## src/rtl/writeback_arbiter_pkg.sv

```systemverilog
// rtl/writeback_arbiter_pkg.sv - shared widths, FIFO entry type and helpers for the writeback arbiter
//
// Holds the register-file geometry used across the writeback slice:
//   REGISTER_ADDR_WIDTH / REGISTER_WIDTH : register file address and data widths
//   WB_LU_DEPTH_DEFAULT                  : default long-unit result FIFO depth
//   wb_entry_t                           : one queued long-unit result
//   wb_src_e                             : which source owns the write port this cycle
//   addr_hit()                           : in-flight write matches a read address
package writeback_arbiter_pkg;

    localparam int REGISTER_ADDR_WIDTH = 5;
    localparam int REGISTER_WIDTH      = 32;
    localparam int NUM_REGISTERS       = 1 << REGISTER_ADDR_WIDTH;
    localparam int WB_LU_DEPTH_DEFAULT = 4;

    typedef struct packed {
        logic [REGISTER_ADDR_WIDTH-1:0] address;
        logic [REGISTER_WIDTH-1:0]      data;
    } wb_entry_t;

    typedef enum logic [1:0] {
        WB_SRC_IDLE = 2'd0,
        WB_SRC_PIPE = 2'd1,
        WB_SRC_LU   = 2'd2
    } wb_src_e;

    // Register 0 is hardwired, so a write to it can never be a hazard.
    function automatic logic addr_hit(
        input logic                           valid,
        input logic [REGISTER_ADDR_WIDTH-1:0] w_addr,
        input logic [REGISTER_ADDR_WIDTH-1:0] r_addr
    );
        return valid && (w_addr != '0) && (w_addr == r_addr);
    endfunction

endpackage

```

## src/rtl/writeback_arbiter_fifo.sv

```systemverilog
// rtl/writeback_arbiter_fifo.sv - synchronous FIFO buffering long-unit results
//
// Module wb_fifo. Parameters WIDTH (entry width) and DEPTH (power of two, >=2).
// Ports:
//   clk, reset (sync, active-high), clk_enable (freezes all state when low)
//   push, push_data  : write an entry (ignored when full)
//   pop, pop_data    : remove the head entry (ignored when empty); pop_data is the
//                      head, valid combinationally whenever !empty
//   full, empty      : occupancy flags
module wb_fifo #(
    parameter int WIDTH = 37,
    parameter int DEPTH = 4
) (
    input  logic             clk,
    input  logic             reset,
    input  logic             clk_enable,
    input  logic             push,
    input  logic [WIDTH-1:0] push_data,
    input  logic             pop,
    output logic [WIDTH-1:0] pop_data,
    output logic             full,
    output logic             empty
);

    localparam int AW = $clog2(DEPTH);

    logic [WIDTH-1:0] mem [DEPTH];
    // One extra pointer bit separates the full and empty cases when indices match.
    logic [AW:0]      wr_ptr;
    logic [AW:0]      rd_ptr;
    logic             do_push;
    logic             do_pop;

    assign do_push  = push && !full;
    assign do_pop   = pop && !empty;
    assign empty    = (wr_ptr == rd_ptr);
    assign full     = (wr_ptr[AW] != rd_ptr[AW]) && (wr_ptr[AW-1:0] == rd_ptr[AW-1:0]);
    assign pop_data = mem[rd_ptr[AW-1:0]];

    always_ff @(posedge clk) begin
        if (reset) begin
            wr_ptr <= '0;
            rd_ptr <= '0;
        end else if (clk_enable) begin
            if (do_push) wr_ptr <= wr_ptr + {{AW{1'b0}}, 1'b1};
            if (do_pop)  rd_ptr <= rd_ptr + {{AW{1'b0}}, 1'b1};
        end
    end

    // Storage needs no reset: an entry is only read after it has been written.
    always_ff @(posedge clk) begin
        if (clk_enable && do_push) mem[wr_ptr[AW-1:0]] <= push_data;
    end

endmodule

```

## src/rtl/writeback_arbiter.sv

```systemverilog
// rtl/writeback_arbiter.sv - merges pipeline and long-unit results onto the register-file write port
//
// Optional feature macro: WB_BYPASS_EN (adds forwarding outputs, drops in-flight hazard from stall).
// Ports:
//   clk, reset (sync, active-high), clk_enable (freezes all state when low)
//   pipe_valid/pipe_address/pipe_data : single-cycle result, always wins the port
//   issue_valid/issue_address         : long-latency op issued, marks destination pending
//   lu_valid/lu_ready/lu_address/lu_data : long-unit result handshake into the FIFO
//   r_address1/r_address2             : decode-stage read addresses
//   stall                             : read hazard for decode
//   w_address/w_data/w_enable         : registered register-file write port
//   error                             : sticky protocol violation
//   fwd1_valid/fwd2_valid/fwd_data    : forwarding of the in-flight write (WB_BYPASS_EN only)
module writeback_arbiter
    import writeback_arbiter_pkg::*;
#(
    parameter int LU_DEPTH = WB_LU_DEPTH_DEFAULT
) (
    input  logic                           clk,
    input  logic                           reset,
    input  logic                           clk_enable,
    input  logic                           pipe_valid,
    input  logic [REGISTER_ADDR_WIDTH-1:0] pipe_address,
    input  logic [REGISTER_WIDTH-1:0]      pipe_data,
    input  logic                           issue_valid,
    input  logic [REGISTER_ADDR_WIDTH-1:0] issue_address,
    input  logic                           lu_valid,
    output logic                           lu_ready,
    input  logic [REGISTER_ADDR_WIDTH-1:0] lu_address,
    input  logic [REGISTER_WIDTH-1:0]      lu_data,
    input  logic [REGISTER_ADDR_WIDTH-1:0] r_address1,
    input  logic [REGISTER_ADDR_WIDTH-1:0] r_address2,
    output logic                           stall,
`ifdef WB_BYPASS_EN
    output logic                           fwd1_valid,
    output logic                           fwd2_valid,
    output logic [REGISTER_WIDTH-1:0]      fwd_data,
`endif
    output logic [REGISTER_ADDR_WIDTH-1:0] w_address,
    output logic [REGISTER_WIDTH-1:0]      w_data,
    output logic                           w_enable,
    output logic                           error
);

    wb_entry_t                head;
    wb_entry_t                lu_entry;
    logic                     fifo_full;
    logic                     fifo_empty;
    logic                     lu_push;
    wb_src_e                  src;
    logic [NUM_REGISTERS-1:0] pending;
    logic [NUM_REGISTERS-1:0] pending_next;
    logic                     err_event;
    logic                     hit1;
    logic                     hit2;
    logic                     pending_hit;

    assign lu_entry = '{address: lu_address, data: lu_data};
    // Ready uses the pre-pop full state; a same-cycle pop does not open a slot early.
    assign lu_ready = !fifo_full && !reset;
    assign lu_push  = lu_valid && lu_ready;

    wb_fifo #(
        .WIDTH ($bits(wb_entry_t)),
        .DEPTH (LU_DEPTH)
    ) u_fifo (
        .clk        (clk),
        .reset      (reset),
        .clk_enable (clk_enable),
        .push       (lu_push),
        .push_data  (lu_entry),
        .pop        (src == WB_SRC_LU),
        .pop_data   (head),
        .full       (fifo_full),
        .empty      (fifo_empty)
    );

    always_comb begin
        src = WB_SRC_IDLE;
        if (pipe_valid)       src = WB_SRC_PIPE;
        else if (!fifo_empty) src = WB_SRC_LU;
    end

    // Clear for the popped entry first so that a same-cycle re-issue keeps the bit set.
    always_comb begin
        pending_next = pending;
        if (src == WB_SRC_LU) pending_next[head.address] = 1'b0;
        if (issue_valid && (issue_address != '0)) pending_next[issue_address] = 1'b1;
        pending_next[0] = 1'b0;
    end

    assign err_event = (issue_valid && pending[issue_address])
                     | (pipe_valid && (pipe_address != '0) && pending[pipe_address])
                     | (lu_valid && !pending[lu_address]);

    always_ff @(posedge clk) begin
        if (reset) begin
            pending   <= '0;
            error     <= 1'b0;
            w_enable  <= 1'b0;
            w_address <= '0;
            w_data    <= '0;
        end else if (clk_enable) begin
            pending <= pending_next;
            error   <= error | err_event;
            case (src)
                WB_SRC_PIPE: begin
                    w_enable  <= (pipe_address != '0);
                    w_address <= pipe_address;
                    w_data    <= pipe_data;
                end
                WB_SRC_LU: begin
                    w_enable  <= (head.address != '0);
                    w_address <= head.address;
                    w_data    <= head.data;
                end
                default: w_enable <= 1'b0;
            endcase
        end
    end

    assign hit1        = addr_hit(w_enable, w_address, r_address1);
    assign hit2        = addr_hit(w_enable, w_address, r_address2);
    assign pending_hit = pending[r_address1] | pending[r_address2];

`ifdef WB_BYPASS_EN
    assign fwd1_valid = hit1;
    assign fwd2_valid = hit2;
    assign fwd_data   = w_data;
    assign stall      = pending_hit;
`else
    // The in-flight write keeps stall high for the cycle the file is being written.
    assign stall      = pending_hit | hit1 | hit2;
`endif

endmodule
```

## config.mk

```make
export PLATFORM = sky130hd
export DESIGN_NAME = writeback_arbiter
export DESIGN_NICKNAME = d
export VERILOG_FILES = /design/src/rtl/writeback_arbiter_pkg.sv /design/src/rtl/writeback_arbiter_fifo.sv /design/src/rtl/writeback_arbiter.sv
export SDC_FILE = /design/constraint.sdc
export NUM_CORES = 1
export LEC_CHECK = 0
export BUFFER_PORTS_ARGS = -buffer_cell sky130_fd_sc_hd__buf_2
export CORE_ASPECT_RATIO = 0.75
export CORE_UTILIZATION = 54
export CTS_BUF_LIST = sky130_fd_sc_hd__clkbuf_4 sky130_fd_sc_hd__clkbuf_8
export DETAILED_ROUTE_END_ITERATION = 16
export GPL_TIMING_DRIVEN = 0
export PLACE_DENSITY = 0.85
export SLEW_MARGIN = 15
export SYNTH_ARGS = -nofsm -noshare
export SYNTH_HDL_FRONTEND = slang
export SYNTH_SLANG_ARGS = --single-unit
export TNS_END_PERCENT = 50
```

## constraint.sdc

```tcl
create_clock -name clk -period 2.65 [get_ports clk]
set_clock_uncertainty 0.05 [all_clocks]
set_input_delay 0.265 -clock clk [delete_from_list [all_inputs] [get_ports clk]]
set_output_delay 0.265 -clock clk [all_outputs]
set_load 0.005 [all_outputs]
```

==> impl_metrics.tcl, run 1 <==
set metrics [dict create \
    period_share_pct 98.8 \
    grt_util_all_layers_pct 28.1 \
    use_met1_pct 39.6 \
    final_core_utilization_pct 68.1 \
    critPathMaxFanout 20 \
    total_power_mw 7.74 \
    clock_input_transition_at_the_sequential_cells_of_the_worst_setup_and_hold_paths_ns 0.07 \
    rsz0062_at_grt "true" \
    avgViaCountPerCell 6.10 \
    status "complete, no violations" \
    use_met3_pct 6.12 \
    first_global_vias 7724 \
    start_util_pct 55.4 \
    gr-max-usage-layer "met2" \
    synth_top_area_share_pct 43.4 \
    area_after_detailed_placement_um2 11300 \
    p_int_mw 5.93 \
    floorplan.die_area_um2 19500 \
    switchingPower_mw 1.81 \
    maxCapViolations 0 \
    slew-limit-headroom_pct 33.5 \
    timing.final.setup_violations 0 \
    multi_input_comb_area_um2 3930 \
    slew_violations 0 \
    finalSetupTns_ns 0 \
    route.detailed.wl_per_inst_um 21.3 \
    power_per_cell_area_nw_per_um2 614 \
    irDropWorstVdd_v 0.000588 \
    timing.critical_path.required_ns 2.80 \
    antenna_left 0 \
    design.portCount 136 \
    overflow 0 \
    dp_hpwl_um 17600 \
    cts_repair_resize_count 0 \
    cp-end-kind "register" \
    htree_levels 2 \
    power.share.combinational_pct 9.5 \
    start_kind "register" \
    synth_sequential_area_ratio_pct 58.6 \
    ys_types 52 \
    clkPwrFrac_pct 40.3 \
    ys.warnings.count 0 \
    holdCritPathClass "primary input to register" \
    clkSinkCount 226 \
    num_vias 7701 \
    total_leakage_power_nw 4.50 \
    synth_top_cells_by_area "sky130_fd_sc_hd__edfxtp_1, sky130_fd_sc_hd__dfxtp_1, sky130_fd_sc_hd__mux4_2" \
    cts_buffers 35 \
    finalHoldViolations 0 \
    post_synth_inst_count 767 \
    drt_first_iter_violations 949 \
    tritoncts_clock_tree "yes" \
    ys.flop_type "sky130_fd_sc_hd__edfxtp_1" \
    synth_edf_count 148 \
    first_pass_grt_wire_length_um 41300 \
    max_freq_mhz 382 \
    areaGrowthSynthToFinish_pct 23.0 \
    diodes_inserted 0 \
    die-height_um 121 \
    gpl.final_weighted_congestion 0.970 \
    grt_max_degree 25 \
    portbufs 124 \
    synth_most_common_cell "sky130_fd_sc_hd__edfxtp_1" \
    worst_ep_arrival_time_ns 2.77 \
    synthesis.area_um2 10200 \
    share_seq_of_total_power_pct 50.2 \
    global_route_met2_usage_pct 43.8 \
    postSynthRegisterBits 226 \
    switching_power_as_a_share_of_total_power_pct 23.4 \
    detailedRoute.firstPassIterationCount 6 \
    fraction_of_layout_instances_using_a_drive_strength_above_1_pct 28.6 \
    placement_rows 43 \
    cts-root-to-sink-buffers 3 \
    fin_crit_ns 2.62 \
    avgSynthCellArea_um2 13.4 \
    die_width_um 161 \
    layout.filler_cells 1250 \
    wirelength_um 26900 \
    yosysTopAreaCell "sky130_fd_sc_hd__edfxtp_1" \
    synth_top_cells_by_count "sky130_fd_sc_hd__edfxtp_1, sky130_fd_sc_hd__nand2_1, sky130_fd_sc_hd__dfxtp_1" \
    crit_type "register to register" \
    timing_worst_slew_pin_value_ns 0.995 \
    asyncSetResetFlopFracSynth_pct 0 \
    fin_nets 1090 \
    synth.net_count 867 \
    cts_root_buffer "sky130_fd_sc_hd__clkbuf_8" \
    register_area_um2 6010 \
    clock_insertion_delay_worst_skew_ns 0.52 \
    drc_errors 0 \
    antenna_found_initial 0 \
    final_std_cell_area_no_fill_um2 12600 \
    core_region_area_um2 18500 \
]
-- path summary, 6_finish.rpt --
path                                       start                end  slack (ns)  cells after the start
worst max-delay path            u_fifo.wr_ptr[1]  u_fifo.mem[1][30]        0.03                      6
worst min-delay path             pipe_address[2]       w_address[2]       0.005                      3
worst min register to register        w_data[18]         w_data[18]        0.41                      2
worst max register to register  u_fifo.wr_ptr[1]  u_fifo.mem[1][30]        0.03                      6
-- state kept, by name, summed over array words and instances, names as in the netlist, named ones only --
| name | count |
|---|---|
| w_address | 5 |
| u_fifo.wr_ptr | 3 |
| w_enable | 1 |
| pending | 31 |
| u_fifo.rd_ptr | 3 |
| w_data | 32 |
| u_fifo.mem | 148 |
| error | 1 |
-- cell usage in the layout (no fill, tap or decap), types with 3 or more instances in the layout --
master	Yosys	routed
sky130_fd_sc_hd__clkbuf_8	3	44
sky130_fd_sc_hd__buf_4	3	3
sky130_fd_sc_hd__mux4_2	67	67
sky130_fd_sc_hd__nand3_1	8	8
sky130_fd_sc_hd__o221ai_1	6	6
sky130_fd_sc_hd__nor2b_1	6	6
sky130_fd_sc_hd__edfxtp_1	148	148
sky130_fd_sc_hd__mux2_2	5	5
sky130_fd_sc_hd__a31oi_1	4	4
sky130_fd_sc_hd__o21ai_0	29	29
sky130_fd_sc_hd__and2_2	0	4
sky130_fd_sc_hd__a21oi_1	44	44
sky130_fd_sc_hd__clkinv_1	0	3
sky130_fd_sc_hd__buf_1	4	4
sky130_fd_sc_hd__buf_2	13	137
sky130_fd_sc_hd__nor2_1	51	51
sky130_fd_sc_hd__inv_1	8	8
sky130_fd_sc_hd__nand2b_1	4	4
sky130_fd_sc_hd__clkbuf_4	0	11
sky130_fd_sc_hd__xnor2_1	11	11
sky130_fd_sc_hd__buf_6	3	3
sky130_fd_sc_hd__and3_1	5	5
sky130_fd_sc_hd__nor3_1	5	5
sky130_fd_sc_hd__dfxtp_1	78	78
sky130_fd_sc_hd__a311oi_1	33	33
sky130_fd_sc_hd__mux2i_1	26	26
sky130_fd_sc_hd__xor2_1	7	7
sky130_fd_sc_hd__dlygate4sd3_1	0	58
sky130_fd_sc_hd__ha_1	5	5
sky130_fd_sc_hd__nand2_1	122	122
sky130_fd_sc_hd__clkbuf_1	29	29
sky130_fd_sc_hd__o21ai_1	6	6
sky130_fd_sc_hd__clkinv_2	0	3
-- metrics by stage --
step,hold slack (ns),cells,setup WS (ns)
final,0.00479,1262,0.0310
after CTS,0.000520,1261,0.0188
after global placement,0.391,1138,-0.733
after detailed placement,0.392,1142,0.0445
after global routing,0.0144,1262,-0.0884
after floorplan,0.314,767,0.0992
-- final cells by class --
| class | count | share of cell area (%) |
|---|---|---|
| flip-flops and latches | 226 | 47.6 |
| clock inverters | 10 | 0.824 |
| well taps | 247 | 2.45 |
| inverters | 8 | 0.238 |
| clock buffers | 52 | 5.13 |
| multi-input cells | 478 | 31.2 |
| plain buffers | 55 | 2.27 |
| repair buffers | 186 | 10.3 |
-- critical path, stage by stage, from the launching register on --
cell and delay [ns]:
sky130_fd_sc_hd__dfxtp_1 0.44, sky130_fd_sc_hd__xnor2_1 0.17, sky130_fd_sc_hd__a31oi_1 0.36, sky130_fd_sc_hd__and3_1 0.23, sky130_fd_sc_hd__clkbuf_1 0.24, sky130_fd_sc_hd__and2_2 0.57, sky130_fd_sc_hd__buf_16 0.24
-- routing by layer --
layer  wire, um  part of all wire [%]
met1      10600                    39
met2      12500                    46
met3       3300                    12
met4        542                   2.0
met5          0                     0
-- kinds of logic (layout without fill, tap and decap cells) --
family,Yosys count,count (layout),synth area share (%)
flops,226,226,58.6
simple gates,220,220,9.16
compound gates,135,135,8.76
mux,100,100,18.2
buf+inv,63,311,3.09
xor+xnor,18,18,1.54
fa+ha+maj,5,5,0.611
-- repair_timing --
item,in CTS,in global routing
buffers inserted,0,0
setup endpoints to repair,0,62
hold endpoints to repair,161,3
hold buffers,57,1
-- power by group through the flow --
stage          Combinational (mW)  Clock, mW  Sequential, mW
5_1_grt                     0.796       3.28            3.89
4_1_cts                     0.723       3.12            3.88
3_5_place_dp                0.652          0            3.96
2_1_floorplan               0.376          0            3.95
6_report                    0.739       3.12            3.88
3_3_place_gp                0.629          0            3.96
Note: power is estimated with default switching activity, not from simulation.
==> run 2, diff against run 1 <==
--- a/config.mk
+++ b/config.mk
@@ -5,13 +5,13 @@
 export SDC_FILE = /design/constraint.sdc
 export NUM_CORES = 1
 export LEC_CHECK = 0
-export BUFFER_PORTS_ARGS = -buffer_cell sky130_fd_sc_hd__buf_2
 export CORE_ASPECT_RATIO = 0.75
-export CORE_UTILIZATION = 54
+export CORE_UTILIZATION = 60
 export CTS_BUF_LIST = sky130_fd_sc_hd__clkbuf_4 sky130_fd_sc_hd__clkbuf_8
 export DETAILED_ROUTE_END_ITERATION = 16
+export DONT_BUFFER_PORTS = 1
 export GPL_TIMING_DRIVEN = 0
-export PLACE_DENSITY = 0.85
+export PLACE_DENSITY = 0.86
 export SLEW_MARGIN = 15
 export SYNTH_ARGS = -nofsm -noshare
 export SYNTH_HDL_FRONTEND = slang
==> run 2 against run 1 <==
Compared with the run above:
- the flow now finishes with violations (negative setup slack)
- worst hold slack better by 0.035 ns
- total power is 3.8% lower
- sequential power barely moved
- count of clock-buffer cells in the layout fell by 7
- clock power down 7.4%
- critical endpoint is now w_data[25]
- first-iteration DRC count fell by 1.8%
==> impl_metrics.tcl, run 2 (synthesis results as in run 1) <==
set metrics [dict create \
    p_int_mw 5.70 \
    num_vias 7779 \
    crit_slowest_cell "sky130_fd_sc_hd__dlygate4sd3_1" \
    power.share.combinational_pct 8.7 \
    die-height_um 115 \
    worst_ep_arrival_time_ns 3.11 \
    slew_violations 0 \
    switching_power_as_a_share_of_total_power_pct 23.5 \
    rsz0062_at_grt "true" \
    maxCapViolations 0 \
    clock_input_transition_at_the_sequential_cells_of_the_worst_setup_and_hold_paths_ns 0.07 \
    register_area_um2 6010 \
    failed_checks "negative setup slack" \
    portbufs 0 \
    cpPeakStageDelay_ns 0.63 \
    switchingPower_mw 1.75 \
    status "finished, violations left" \
    clkSinkCount 226 \
    cts_root_buffer "sky130_fd_sc_hd__clkbuf_8" \
    cp-end-kind "register" \
    start_util_pct 62.6 \
    first_global_vias 7958 \
    cts-root-to-sink-buffers 3 \
    avgViaCountPerCell 6.98 \
    gpl.final_weighted_congestion 0.970 \
    antenna_left 0 \
    detailedRoute.firstPassIterationCount 6 \
    layout_common_cells "sky130_fd_sc_hd__edfxtp_1, sky130_fd_sc_hd__nand2_1, sky130_fd_sc_hd__dfxtp_1" \
    timing.final.setup_violations 1 \
    dp_hpwl_um 18500 \
    overflow 0 \
    floorplan.die_area_um2 17600 \
    leading_cell_type_in_the_layout_fill_and_taps_excluded "sky130_fd_sc_hd__edfxtp_1" \
    finalHoldViolations 0 \
    route.detailed.wl_per_inst_um 25.9 \
    antenna_found_initial 2 \
    max_freq_mhz 376 \
    final_core_utilization_pct 73.7 \
    final-instance-count-excl-fill 1114 \
    critical_path.cell_chain "xnor2_2 -> nand3_1 -> o21a_1 -> clkbuf_1 -> clkbuf_4 -> nor2_1 -> a311oi_2 -> dlygate4sd3_1" \
    design.portCount 136 \
    tritoncts_clock_tree "yes" \
    fraction_of_layout_instances_using_a_drive_strength_above_1_pct 17.9 \
    clock_insertion_delay_worst_skew_ns 0.57 \
    holdCritPathClass "primary input to register" \
    drt_first_iter_violations 932 \
    critPathMaxFanout 10 \
    timing.critical_path.required_ns 3.10 \
    largest_reg_flops 148 \
    slew-limit-headroom_pct 34.9 \
    areaGrowthSynthToFinish_pct 17.7 \
    htree_levels 1 \
    wirelength_um 28800 \
    hold_path.startpoint "clk_enable" \
    r2r_start "u_fifo.wr_ptr[1]" \
    timing_worst_slew_pin_value_ns 0.974 \
    multi_input_comb_area_um2 3950 \
    cp_top_family "buffers and inverters" \
    grt_max_degree 30 \
    irDropWorstVdd_v 0.000592 \
    clkPwrFrac_pct 38.8 \
    drc_errors 0 \
    layout.filler_cells 926 \
    grt_util_all_layers_pct 32.9 \
    period_share_pct 100 \
    worst_slack_ns -0.0113 \
    crit_type "register to register" \
    startpoint "u_fifo.wr_ptr[1]" \
    cts_buffers 31 \
    power_per_cell_area_nw_per_um2 618 \
    share_seq_of_total_power_pct 52.5 \
    placedCellCount 981 \
    first_pass_grt_wire_length_um 43700 \
    core_region_area_um2 16400 \
    start_kind "register" \
    fin_crit_ns 2.66 \
    total_leakage_power_nw 4.01 \
    total_power_mw 7.45 \
    die_width_um 153 \
    placement_rows 40 \
    post-cts-setup-buffers 0 \
    fin_nets 979 \
    cp_num_buf_inv 3 \
]
-- run 2: power by group through the flow --
stage / Sequential [mW] / Clock [mW] / Combinational [mW]
after floorplan: 3.95 / 0 / 0.376
final: 3.91 / 2.89 / 0.646
after CTS: 3.90 / 2.86 / 0.617
after global routing: 3.91 / 3.02 / 0.687
after global placement: 3.97 / 0 / 0.468
after detailed placement: 3.98 / 0 / 0.499
-- run 2: final timing paths --
path                      endpoint  slack, ns  depth (start not counted)
hold reg to reg         w_data[29]       0.44                          2
hold / removal    u_fifo.rd_ptr[1]       0.04                          3
setup / recovery        w_data[25]      -0.01                          8
setup reg to reg        w_data[25]      -0.01                          8
-- run 2: worst reg2reg max path: stages (launching register included) --
cell                            delay (ns)
sky130_fd_sc_hd__dfxtp_1              0.47
sky130_fd_sc_hd__xnor2_2              0.16
sky130_fd_sc_hd__nand3_1              0.18
sky130_fd_sc_hd__o21a_1               0.13
sky130_fd_sc_hd__clkbuf_1             0.28
sky130_fd_sc_hd__clkbuf_4             0.31
sky130_fd_sc_hd__nor2_1               0.08
sky130_fd_sc_hd__a311oi_2             0.31
sky130_fd_sc_hd__dlygate4sd3_1        0.63
-- run 2: final cells by class --
cell class / instances / share of cell area (%)
tap: 210 / 2.18
clock buffer: 45 / 4.77
clock inverter: 12 / 0.862
sequential: 226 / 49.8
inverter: 8 / 0.249
antenna: 1 / 0.0208
timing repair buffer: 79 / 6.95
multi-input combinational: 478 / 32.7
buffer: 55 / 2.41
-- run 2: what timing repair did --
item / in CTS / in global routing
hold buffers: 75 / 0
pin swaps: 0 / 0
resized for setup: 0 / 9
setup endpoints to repair: 42 / 117
endpoints found under the hold margin: 184 / 0
-- run 2: stage by stage --
step	setup slack [ns]	hold WS, ns	setup TNS (ns)	instance area, um^2
after CTS	-0.0357	0.0260	-1.05	12000
after global routing	-0.0515	0.0592	-0.337	12100
after detailed placement	-0.0185	0.314	-0.480	10600
final	-0.0113	0.0402	-0.0113	12100
after global placement	-0.733	0.314	-104.79	10500
after floorplan	0.0992	0.314	0	10200
-- run 2: metal layers --
metal / wire length [um] / vias up / share of wire, % / track usage (%)
li1: - / 3175 / - / -
met1: 10100 / 3758 / 35 / 41.0
met2: 13600 / 706 / 47 / 54.4
met3: 3990 / 140 / 14 / 8.97
met4: 1150 / 0 / 4.0 / 15.8
met5: 0 / - / 0 / 0
==> run 3, diff against run 2 <==
==> constraint.sdc (replaced) <==
create_clock -name clk -period 2.65 [get_ports clk]
set_clock_uncertainty 0.05 [all_clocks]
set_input_delay 0.1325 -clock clk [delete_from_list [all_inputs] [get_ports clk]]
set_output_delay 0.1325 -clock clk [all_outputs]
set_load 0.005 [all_outputs]
==> run 3 against run 2 <==
Compared with the run above:
- the flow now finishes without violations
- die area unchanged
- worst hold slack got worse by 0.013 ns
- final area increased by 0.51%
- sequential share of layout area decreased by 0.25 points
- sequential power about the same
- sequential cell count unchanged
- count of clock-buffer cells in the layout unchanged
- register-to-register slack improved by 0.11 ns
==> impl_metrics.tcl, run 3 (synthesis results as in run 1) <==
set metrics [dict create \
    timing.hold.ws_ns 0.0275 \
    start_kind "register" \
    clock_insertion_delay_worst_skew_ns 0.57 \
    design.portCount 136 \
    clkSinkCount 226 \
    die_width_um 153 \
    num_vias 7677 \
    drt_first_iter_violations 1051 \
    leading_cell_type_in_the_layout_fill_and_taps_excluded "sky130_fd_sc_hd__edfxtp_1" \
    status "complete, no violations" \
    detailedRoute.firstPassIterationCount 5 \
    overflow 0 \
    antenna_left 0 \
    wirelength_um 28600 \
    timing.final.setup_violations 0 \
    period_share_pct 96.2 \
    maxCapViolations 0 \
    finalSetupTns_ns 0 \
    startpoint "u_fifo.wr_ptr[1]" \
    r2r_start "u_fifo.wr_ptr[1]" \
    slew_violations 0 \
    cts-root-to-sink-buffers 3 \
    grt_max_degree 30 \
    antenna_found_initial 3 \
    hold_path.startpoint "pipe_address[0]" \
    fraction_of_layout_instances_using_a_drive_strength_above_1_pct 18.1 \
    start_util_pct 62.6 \
    cts_buffers 31 \
    slew-limit-headroom_pct 26.5 \
    clock_input_transition_at_the_sequential_cells_of_the_worst_setup_and_hold_paths_ns 0.07 \
    rsz0062_at_grt "false" \
    die-height_um 115 \
    total_leakage_power_nw 4.03 \
    largest_reg_flops 148 \
    timing_worst_slew_pin_value_ns 1.10 \
    tritoncts_clock_tree "yes" \
    timing.critical_path.required_ns 3.10 \
    areaGrowthSynthToFinish_pct 18.3 \
    route.detailed.wl_per_inst_um 25.5 \
    floorplan.die_area_um2 17600 \
    first_global_vias 7918 \
    placement_rows 40 \
    fin_crit_ns 2.55 \
    layout_common_cells "sky130_fd_sc_hd__edfxtp_1, sky130_fd_sc_hd__nand2_1, sky130_fd_sc_hd__dlygate4sd3_1" \
    cp-end-kind "register" \
    post-cts-setup-buffers 0 \
    worst_ep_arrival_time_ns 3.00 \
    gpl.final_weighted_congestion 0.970 \
    max_freq_mhz 392 \
    holdCritPathClass "primary input to register" \
    power_per_cell_area_nw_per_um2 615 \
    drc_errors 0 \
    portbufs 0 \
    grt_util_all_layers_pct 32.6 \
    irDropWorstVdd_v 0.000589 \
    crit_type "register to register" \
    cts_root_buffer "sky130_fd_sc_hd__clkbuf_8" \
    core_region_area_um2 16400 \
    dp_hpwl_um 18500 \
    finalHoldViolations 0 \
    avgViaCountPerCell 6.85 \
    critPathMaxFanout 10 \
    htree_levels 1 \
    placedCellCount 981 \
    final-instance-count-excl-fill 1120 \
    fin_nets 984 \
    first_pass_grt_wire_length_um 43500 \
]
run 3: through the flow:
| stage | worst slack [ns] | cell area (um^2) | power, mW | util, % |
|---|---|---|---|---|
| 5_1_grt | 0.0104 | 12100 | 7.63 | 74.0 |
| 6_report | 0.0997 | 12100 | 7.45 | 74.0 |
| 4_1_cts | -0.0357 | 12100 | 7.39 | 73.8 |
| 3_5_place_dp | -0.0185 | 10600 | 4.48 | 64.8 |
| 2_1_floorplan | 0.0992 | 10200 | 4.33 | - |
| 3_3_place_gp | -0.733 | 10500 | 4.44 | 64.2 |
run 3: repair_timing:
action | CTS | global route
resized for setup | 0 | 11
endpoints found under the hold margin | 222 | 0
setup endpoints to repair | 42 | 81
hold buffers | 80 | 0
run 3: metal layers:
| metal | track usage [%] | up-vias | routed length, um |
|---|---|---|---|
| li1 | - | 3178 | - |
| met1 | 41.4 | 3719 | 10400 |
| met2 | 53.7 | 656 | 13400 |
| met3 | 9.46 | 122 | 3750 |
| met4 | 13.5 | 2 | 1020 |
| met5 | 0 | - | 13 |
run 3: worst paths after layout:
check	slack [ns]	end	cells past startpoint
worst max-delay path	0.1	w_data[25]	7
worst min-delay path	0.03	w_address[0]	4
worst max register to register	0.1	w_data[25]	7
worst min register to register	0.45	w_data[28]	2
run 3: power breakdown:
group | switching (mW) | total [mW] | internal (mW)
combinational | 0.374 | 0.657 | 0.284
sequential | 0.0776 | 3.91 | 3.83
clock | 1.29 | 2.88 | 1.59
total | 1.74 | 7.45 | 5.70
run 3: final cells by class:
class,count,area [um^2]
clock inverter,12,104
buffer,55,292
sequential,226,6010
clock buffer,45,576
antenna,2,5.00
inverter,8,30.0
multi-input combinational,478,3950
timing repair buffer,84,888
tap,210,263
fill,905,4250
run 3: worst max-delay path: stages (launching register included):
cell,delay [ns]
sky130_fd_sc_hd__dfxtp_1,0.39
sky130_fd_sc_hd__xnor2_2,0.29
sky130_fd_sc_hd__nand3_1,0.21
sky130_fd_sc_hd__nand2_1,0.17
sky130_fd_sc_hd__buf_2,0.35
sky130_fd_sc_hd__nand2_1,0.11
sky130_fd_sc_hd__a311oi_1,0.30
sky130_fd_sc_hd__dlygate4sd3_1,0.60
